$ cat src/rtl/mrd_pkg.sv
// ============================================================================
// mrd_pkg : shared types for the mixed-radix DFT source output buffer
// Revision: 1.0
// ============================================================================
`default_nettype none

package mrd_pkg;

  localparam int DW = 36;

  typedef struct packed {
    logic          sop;
    logic          eop;
    logic [DW-1:0] data;
  } mrd_obuf_entry_t;

  typedef enum logic [0:0] {
    IDLE     = 1'b0,
    IN_FRAME = 1'b1
  } mrd_obuf_st_e;

endpackage

`default_nettype wire

$ cat src/rtl/mrd_sfifo.sv
// ============================================================================
// mrd_sfifo : generic synchronous show-ahead FIFO with registered level/afull
// Revision: 1.0
// ============================================================================
`default_nettype none

module mrd_sfifo
  import mrd_pkg::*;
#(
  parameter int WIDTH    = 38,
  parameter int DEPTH    = 16,
  parameter int AFULL_TH = 12
) (
  input  logic                     clk,
  input  logic                     rst_n,
  input  logic                     wr,
  input  logic [WIDTH-1:0]         wdata,
  input  logic                     rd,
  output logic [WIDTH-1:0]         rdata,
  output logic                     full,
  output logic                     empty,
  output logic                     afull,
  output logic [$clog2(DEPTH):0]   level
);

  localparam int              AW        = $clog2(DEPTH);
  localparam logic [AW:0]     FULL_LVL  = (AW+1)'(DEPTH);
  localparam logic [AW:0]     AFULL_LVL = (AW+1)'(AFULL_TH);

  logic [WIDTH-1:0] mem [DEPTH];
  logic [AW-1:0]    wptr;
  logic [AW-1:0]    rptr;
  logic [AW:0]      level_nxt;
  logic             do_wr;
  logic             do_rd;

  assign empty = (level == '0);
  assign full  = (level == FULL_LVL);
  assign do_rd = rd && !empty;
  // A read in the same cycle frees the slot the write lands in.
  assign do_wr = wr && (!full || do_rd);

  always_comb begin
    level_nxt = level;
    if (do_wr && !do_rd) begin
      level_nxt = level + (AW+1)'(1);
    end else if (!do_wr && do_rd) begin
      level_nxt = level - (AW+1)'(1);
    end
  end

  always_ff @(posedge clk) begin
    if (do_wr) begin
      mem[wptr] <= wdata;
    end
  end

  always_ff @(posedge clk) begin
    if (!rst_n) begin
      wptr  <= '0;
      rptr  <= '0;
      level <= '0;
      afull <= 1'b0;
    end else begin
      if (do_wr) begin
        wptr <= wptr + AW'(1);
      end
      if (do_rd) begin
        rptr <= rptr + AW'(1);
      end
      level <= level_nxt;
      afull <= (level_nxt >= AFULL_LVL);
    end
  end

  assign rdata = empty ? '0 : mem[rptr];

endmodule

`default_nettype wire

$ cat src/rtl/mrd_source_obuf.sv
// ============================================================================
// mrd_source_obuf : frame tracker + FIFO between DFT source stage and consumer
// Optional frame-length check enabled by MRD_OBUF_LENCHK_EN.
// Revision: 1.0
// ============================================================================
`default_nettype none

module mrd_source_obuf #(
  parameter int DW       = 36,
  parameter int DEPTH    = 16,
  parameter int AFULL_TH = 12
) (
  input  logic                    clk,
  input  logic                    rst_n,
  input  logic                    in_valid,
  input  logic                    in_sop,
  input  logic                    in_eop,
  input  logic [DW-1:0]           in_data,
  input  logic [11:0]             dftpts,
  output logic                    out_valid,
  input  logic                    out_ready,
  output logic                    out_sop,
  output logic                    out_eop,
  output logic [DW-1:0]           out_data,
  output logic                    afull,
  output logic [$clog2(DEPTH):0]  level,
  output logic                    overflow,
  output logic                    stray,
  output logic                    len_err,
  output logic                    frame_done
);

  import mrd_pkg::*;

  localparam int EW = DW + 2;

  mrd_obuf_st_e  state;
  logic          accept;
  logic          fifo_wr;
  logic          fifo_rd;
  logic          fifo_full;
  logic          fifo_empty;
  logic [EW-1:0] fifo_wdata;
  logic [EW-1:0] fifo_rdata;

  // A beat belongs to a frame if it opens one or arrives while one is open.
  assign accept     = in_valid && (in_sop || state == IN_FRAME);
  assign fifo_rd    = !fifo_empty && out_ready;
  assign fifo_wr    = accept && (!fifo_full || fifo_rd);
  assign fifo_wdata = {in_sop, in_eop, in_data};
  assign out_valid  = !fifo_empty;

  mrd_sfifo #(
    .WIDTH    (EW),
    .DEPTH    (DEPTH),
    .AFULL_TH (AFULL_TH)
  ) u_fifo (
    .clk   (clk),
    .rst_n (rst_n),
    .wr    (fifo_wr),
    .wdata (fifo_wdata),
    .rd    (fifo_rd),
    .rdata (fifo_rdata),
    .full  (fifo_full),
    .empty (fifo_empty),
    .afull (afull),
    .level (level)
  );

  generate
    if (DW == mrd_pkg::DW) begin : g_pkg_entry
      mrd_obuf_entry_t head;
      assign head     = fifo_rdata;
      assign out_sop  = head.sop;
      assign out_eop  = head.eop;
      assign out_data = head.data;
    end else begin : g_raw_entry
      assign out_sop  = fifo_rdata[EW-1];
      assign out_eop  = fifo_rdata[EW-2];
      assign out_data = fifo_rdata[DW-1:0];
    end
  endgenerate

  // The tracker follows frame structure even when the FIFO drops a beat.
  always_ff @(posedge clk) begin
    if (!rst_n) begin
      state      <= IDLE;
      overflow   <= 1'b0;
      stray      <= 1'b0;
      frame_done <= 1'b0;
    end else begin
      if (accept) begin
        state <= in_eop ? IDLE : IN_FRAME;
      end
      if (accept && !fifo_wr) begin
        overflow <= 1'b1;
      end
      stray      <= in_valid && !accept;
      frame_done <= fifo_rd && out_eop;
    end
  end

`ifdef MRD_OBUF_LENCHK_EN
  logic [11:0] beat_cnt;
  logic [11:0] beat_num;

  assign beat_num = in_sop ? 12'd1 : beat_cnt + 12'd1;

  always_ff @(posedge clk) begin
    if (!rst_n) begin
      beat_cnt <= '0;
      len_err  <= 1'b0;
    end else begin
      if (accept) begin
        beat_cnt <= beat_num;
      end
      len_err <= accept && ((in_sop && state == IN_FRAME) ||
                            (in_eop && beat_num != dftpts));
    end
  end
`else
  logic unused_dftpts;
  assign unused_dftpts = ^dftpts;
  assign len_err       = 1'b0;
`endif

endmodule

`default_nettype wire

$ cat config.mk
export PLATFORM = sky130hd
export DESIGN_NAME = mrd_source_obuf
export DESIGN_NICKNAME = d
export VERILOG_FILES = /design/src/rtl/mrd_pkg.sv /design/src/rtl/mrd_sfifo.sv /design/src/rtl/mrd_source_obuf.sv
export SDC_FILE = /design/constraint.sdc
export NUM_CORES = 1
export LEC_CHECK = 0
export ABC_AREA = 0
export CAP_MARGIN = 15
export CORE_MARGIN = 2
export CORE_UTILIZATION = 30
export DETAILED_ROUTE_END_ITERATION = 12
export GPL_TIMING_DRIVEN = 0
export HOLD_SLACK_MARGIN = 0.06
export PLACE_DENSITY = 0.5
export SETUP_SLACK_MARGIN = 0.15
export SLEW_MARGIN = 25
export SYNTH_ARGS = -nofsm -noshare
export SYNTH_HDL_FRONTEND = slang
export SYNTH_SLANG_ARGS = --single-unit
$ cat constraint.sdc
create_clock -name clk -period 3.5 [get_ports clk]
set_clock_uncertainty 0.05 [all_clocks]
set_input_delay 0.875 -clock clk [delete_from_list [all_inputs] [get_ports clk]]
set_output_delay 0.875 -clock clk [all_outputs]
set_load 0.01 [all_outputs]
# Word level (Yosys, flattened, before mapping)
# Memory sizes are Yosys's and may differ from the RTL's. A register that Yosys moved wholly into a read port is not among the register bits.
# Cells that the tools add are included.
# op_classes
add_sub_neg,4
n_reduce_logical,20
order_cmp,1
n_bitwise,0
n_mul,0
shifts,0
muxes,8
n_eq_ne,1
div,0
# op_table
cell,count
two-way mux 38 bit,1
logical AND 1 bit,10
two-way mux 5 bit,2
adder 4 x 1 -> 4 bit (second input constant),2
two-way mux 4 bit,2
zero test 1 bit,6
adder 5 x 1 -> 5 bit (second input constant),1
== test 5 bit (second input constant),1
>= comparator 5 x 4 -> 1 bit (second input constant),1
zero test 5 bit,1
subtractor 5 x 1 -> 5 bit (second input constant),1
logical OR 1 bit,3
two-way mux 1 bit,3
# word_totals
in_bits,54
output_inout_bits,49
latch_bits,0
mem_bits_rw,608
romBits,0
mem_count,1
reg_bits,18
# memory_table
name,words,word_bits,rd,rd_clocked_by_memory_dff,wr,line_no,source
u_fifo.mem,16,38,1,1,1,mrd_sfifo.sv:30,logic [WIDTH-1:0] mem [DEPTH];

# Depth between registers and ports, before layout
# logic_depth
word_depth,11
ltp_mapped,8
depth_no_buf,7

# Hierarchy
# From an unflattened synthesis, not the netlist that was laid out.
# hier_totals
cells_unflattened,1010
hier_area_um2,24151.9
# modules_own_cells
module,seq_area_each_um2,instances,cells_per_inst,area_per_inst_um2
mrd_sfifo,18617.9,1,990,23974.2
mrd_source_obuf,80.1,1,20,177.7

# Worst setup path before layout
# No wires, ideal clock.
# synth_path
kind,input -> register
from,in in_valid
to,"mem u_fifo.mem[0][0], enable pin"
path_stages,5
n_path_buf,1
arrival_time_ps,2790
slack_ps,262
path_cell_list,o21ai_1 a21oi_1 clkbuf_1 nor3b_1 and2_1
# synth_via
elab_chain_len,5
# synth_rtl
element,line_no,source
start: declaration,mrd_source_obuf.sv:15,"input logic in_valid,"
logical AND 1 bit,mrd_source_obuf.sv:47,assign accept = in_valid && (in_sop || state == IN_FRAME);
logical AND 1 bit,mrd_source_obuf.sv:49,assign fifo_wr = accept && (!fifo_full || fifo_rd);
logical AND 1 bit,mrd_sfifo.sv:41,assign do_wr = wr && (!full || do_rd);
two-way mux 1 bit,mrd_sfifo.sv:53,if (do_wr) begin
two-way mux 1 bit (not written as such),mrd_sfifo.sv:54,mem[wptr] <= wdata;
end: declaration,mrd_sfifo.sv:30,
# No other way between the ends.

==> summary.txt <==
Global routing
  • Total grt overflow: 0
  • Met2 usage: 0.243
  • GRT met3 Usage: 0.0241
  • Total GRT Usage: 0.148
  • Met1 GRT Util: 0.205
  • Number of global-route vias before repair: 12000
  • Antenna violations before repair: 1
  • Most used routing layer: met2
  • Largest net degree at the start of global routing: 31
  • First-pass GRT wire length: 86500 um

Synth
  • Xor and xnor area share after synthesis: 0.00326
  • Mux contribution to synthesized area: 0.178
  • Syn Nets: 1072
  • Cells after Synth: 1011
  • Synth area leaders: edfxtp_1 75%, mux4_2 18%, dfxtp_1 1.8%
  • Compound-Gate Fraction of Synth Area: 0.00522
  • Synth cell types: 36
  • Mapped Area: 24200 um2
  • Largest family of logic cells by synthesized area: multiplexers
  • Synth area leader: edfxtp_1
  • Synth Area in Adders: 0.00362
  • Share of the synthesized area in the top cell type: 0.755
  • Mean area per synthesized cell: 23.9 um2
  • Syn. warnings: 0
  • Synth Register Bits: 630
  • Synth Area in Simple Gates: 0.0236
  • Register area share after synthesis: 0.773

Die
  • Starting Density: 0.302
  • IO Count: 103
  • Core Box Area: 80200 um2
  • Row count: 104
  • Die ar.: 82900 um2
  • Die Ht: 288 um
  • Die width: 288 um

STA
  • RSZ-0062 raised after global routing: yes
  • Final max-slew violation count: 0
  • Period utilization: 1.07
  • Fin Setup TNS: -7200 ps
  • Setup-failing EPs final: 38
  • Fin crit period: 3750 ps
  • Final hold vios: 0
  • FMAX: 0.267 GHz
  • Max_slew headroom: 0.317
  • Worst hold margin: 442 ps
  • Final setup margin: -249 ps
  • Worst slew pin tran: 1030 ps

Layout
  • Fin cells: 2337
  • Register Area: 18700 um2
  • Fillers: 7237
  • Fin util: 0.377
  • Layout cells sized above 1: 0.383
  • P&R area growth vs syn: 24.9%
  • ANT cells: 0
  • Nets: 1296
  • Multi-input gate area: 5310 um2

Drt
  • Routed Antenna Nets: 0
  • Detailed-route via count: 11400
  • Detailed Route WL: 60500 um
  • DRC: 0
  • Drt via density: 4.86
  • Routed length per placed instance: 25.9 um
  • Router iterations before antenna repair: 4
  • DR iter-0 viols: 1034

CTS
  • Clock Path Buffers: 3
  • H-tree Lvls: 3
  • Worst-Skew Late Latency: 600 ps
  • TritonCTS clock tree: yes
  • Total CTS buffers: 69
  • # clock sinks: 630
  • Clock slew at reported path FFs: 60 ps
  • CTS root buffer: clkbuf_16

Worst setup path
  • CP Max Fanout: 7
  • Critical Path Source Type: flip-flop
  • Reg2reg setup slack: 550 ps
  • CP Capture Type: primary output
  • Crit path required time: 2570 ps
  • CP Data Arrival Time: 2820 ps
  • Crit Path Category: reg2out

Placement
  • GPL Wtd Cong: 0.676
  • Port bufs: 89
  • DPL Wire Length: 33600 um
  • Dpl cells: 2176

Run status
  • Failing checks: setup timing
  • Status: finished, violations left

Pwr
  • LEAKAGE: 9.47 nW
  • VDD IR-drop max: 350 uV
  • Power per cell area: 699 nW/um2

Worst hold path
  • Hold/Removal Path Class: reg2reg

Job
  • Max-cap violations: 0
-- cells in the mapped netlist (all sizes together) --
master	instances
and4	5
xor2	3
mux2	1
nor3b	2
nor2	3
clkbuf	28
mux2i	2
o21ai	3
dfxtp	22
a211oi	2
a221o	1
a21oi	4
inv	6
o211a	2
nor2b	6
a21o	1
or4b	1
nand2	10
and3	2
nor3	2
nand4	3
mux4	190
a31oi	2
nand3	4
a21boi	1
edfxtp	608
and2	56
conb	1
xnor2	6
buf	25
o21a	2
ha	7
-- worst max-delay path, stage by stage (launching register included) --
cell,delay [ps]
dfxtp_2,330
buf_6,130
buf_12,180
buf_16,160
buf_8,110
mux4_2,500
mux4_2,530
and2_4,170
buf_6,110
-- timing repair --
action | CTS | global route
pin swaps | 24 | 0
endpoints found under the setup margin | 599 | 265
gates resized for setup | 371 | 30
buffers inserted | 36 | 2
hold endpoints to repair | 0 | 0
hold buffers | 0 | 0
gates cloned | 7 | 3
-- state kept, by name (all words and copies together), names as in the netlist, named ones only --
register	flops
stray	1
u_fifo.mem	608
frame_done	1
u_fifo.wptr	4
state	1
u_fifo.afull	1
u_fifo.rptr	4
overflow	1
u_fifo.level	5
-- cell usage in the layout, fill, tap and decap left out, drive strengths merged, types with 4 or more instances in the layout --
cell type	n
bufinv	4
ha	7
a21oi	4
inv	8
and4	5
dfxtp	22
and2	56
buf	127
clkbuf	111
nor2b	6
clkinv	23
xnor2	6
mux4	190
clkdlybuf4s50	49
nand2	10
edfxtp	608
nand3	4
-- stage by stage --
step | worst slack, ps | cell area [um2] | power [mW]
floorplan | 262 | 24200 | 11.2
CTS | -296 | 30000 | 21.2
detailed placement | -1150 | 26800 | 13.0
global route | -313 | 30200 | 22.0
finish | -249 | 30200 | 21.1
global placement | -2470 | 26400 | 12.9
-- final cells by class --
cell class              instances  share of cell area
flip-flops and latches        630               0.619
repair buffers                153              0.0673
plain buffers                  53              0.0247
well taps                    1060              0.0439
multi-input cells             322               0.176
inverters                       6            0.000746
clock buffers                  83              0.0603
clock inverters                30             0.00808
-- kinds of logic after synthesis --
group           Yosys count
compound gates           18
xor+xnor                  9
fa+ha+maj                 7
buf+inv                  59
flops                   630
mux                     193
other cells               1
simple gates             94
-- path summary, 6_finish.rpt --
kind / start / endpoint / cells past startpoint
max: flip-flop / out_data[33] / 8
min: state$_SDFFE_PN0P_ / stray$_SDFF_PN0_ / 1
max reg2reg: u_fifo.level[0]$_SDFF_PN0_ / u_fifo.mem[9][30]$_DFFE_PP_ / 9
min reg2reg: state$_SDFFE_PN0P_ / stray$_SDFF_PN0_ / 1
-- routing by layer --
layer	vias up	wire length, um
met1	6233	27100
met5	-	13
li1	4759	-
met4	2	1020
met3	75	2480
met2	282	29900
-- report_power, final --
group / internal (mW) / switching, mW / total [mW]
Clock: 3.97 / 2.82 / 6.79
Sequential: 8.37 / 0.0624 / 8.43
Combinational: 3.44 / 2.44 / 5.88
(Power assumes the default switching activity.)
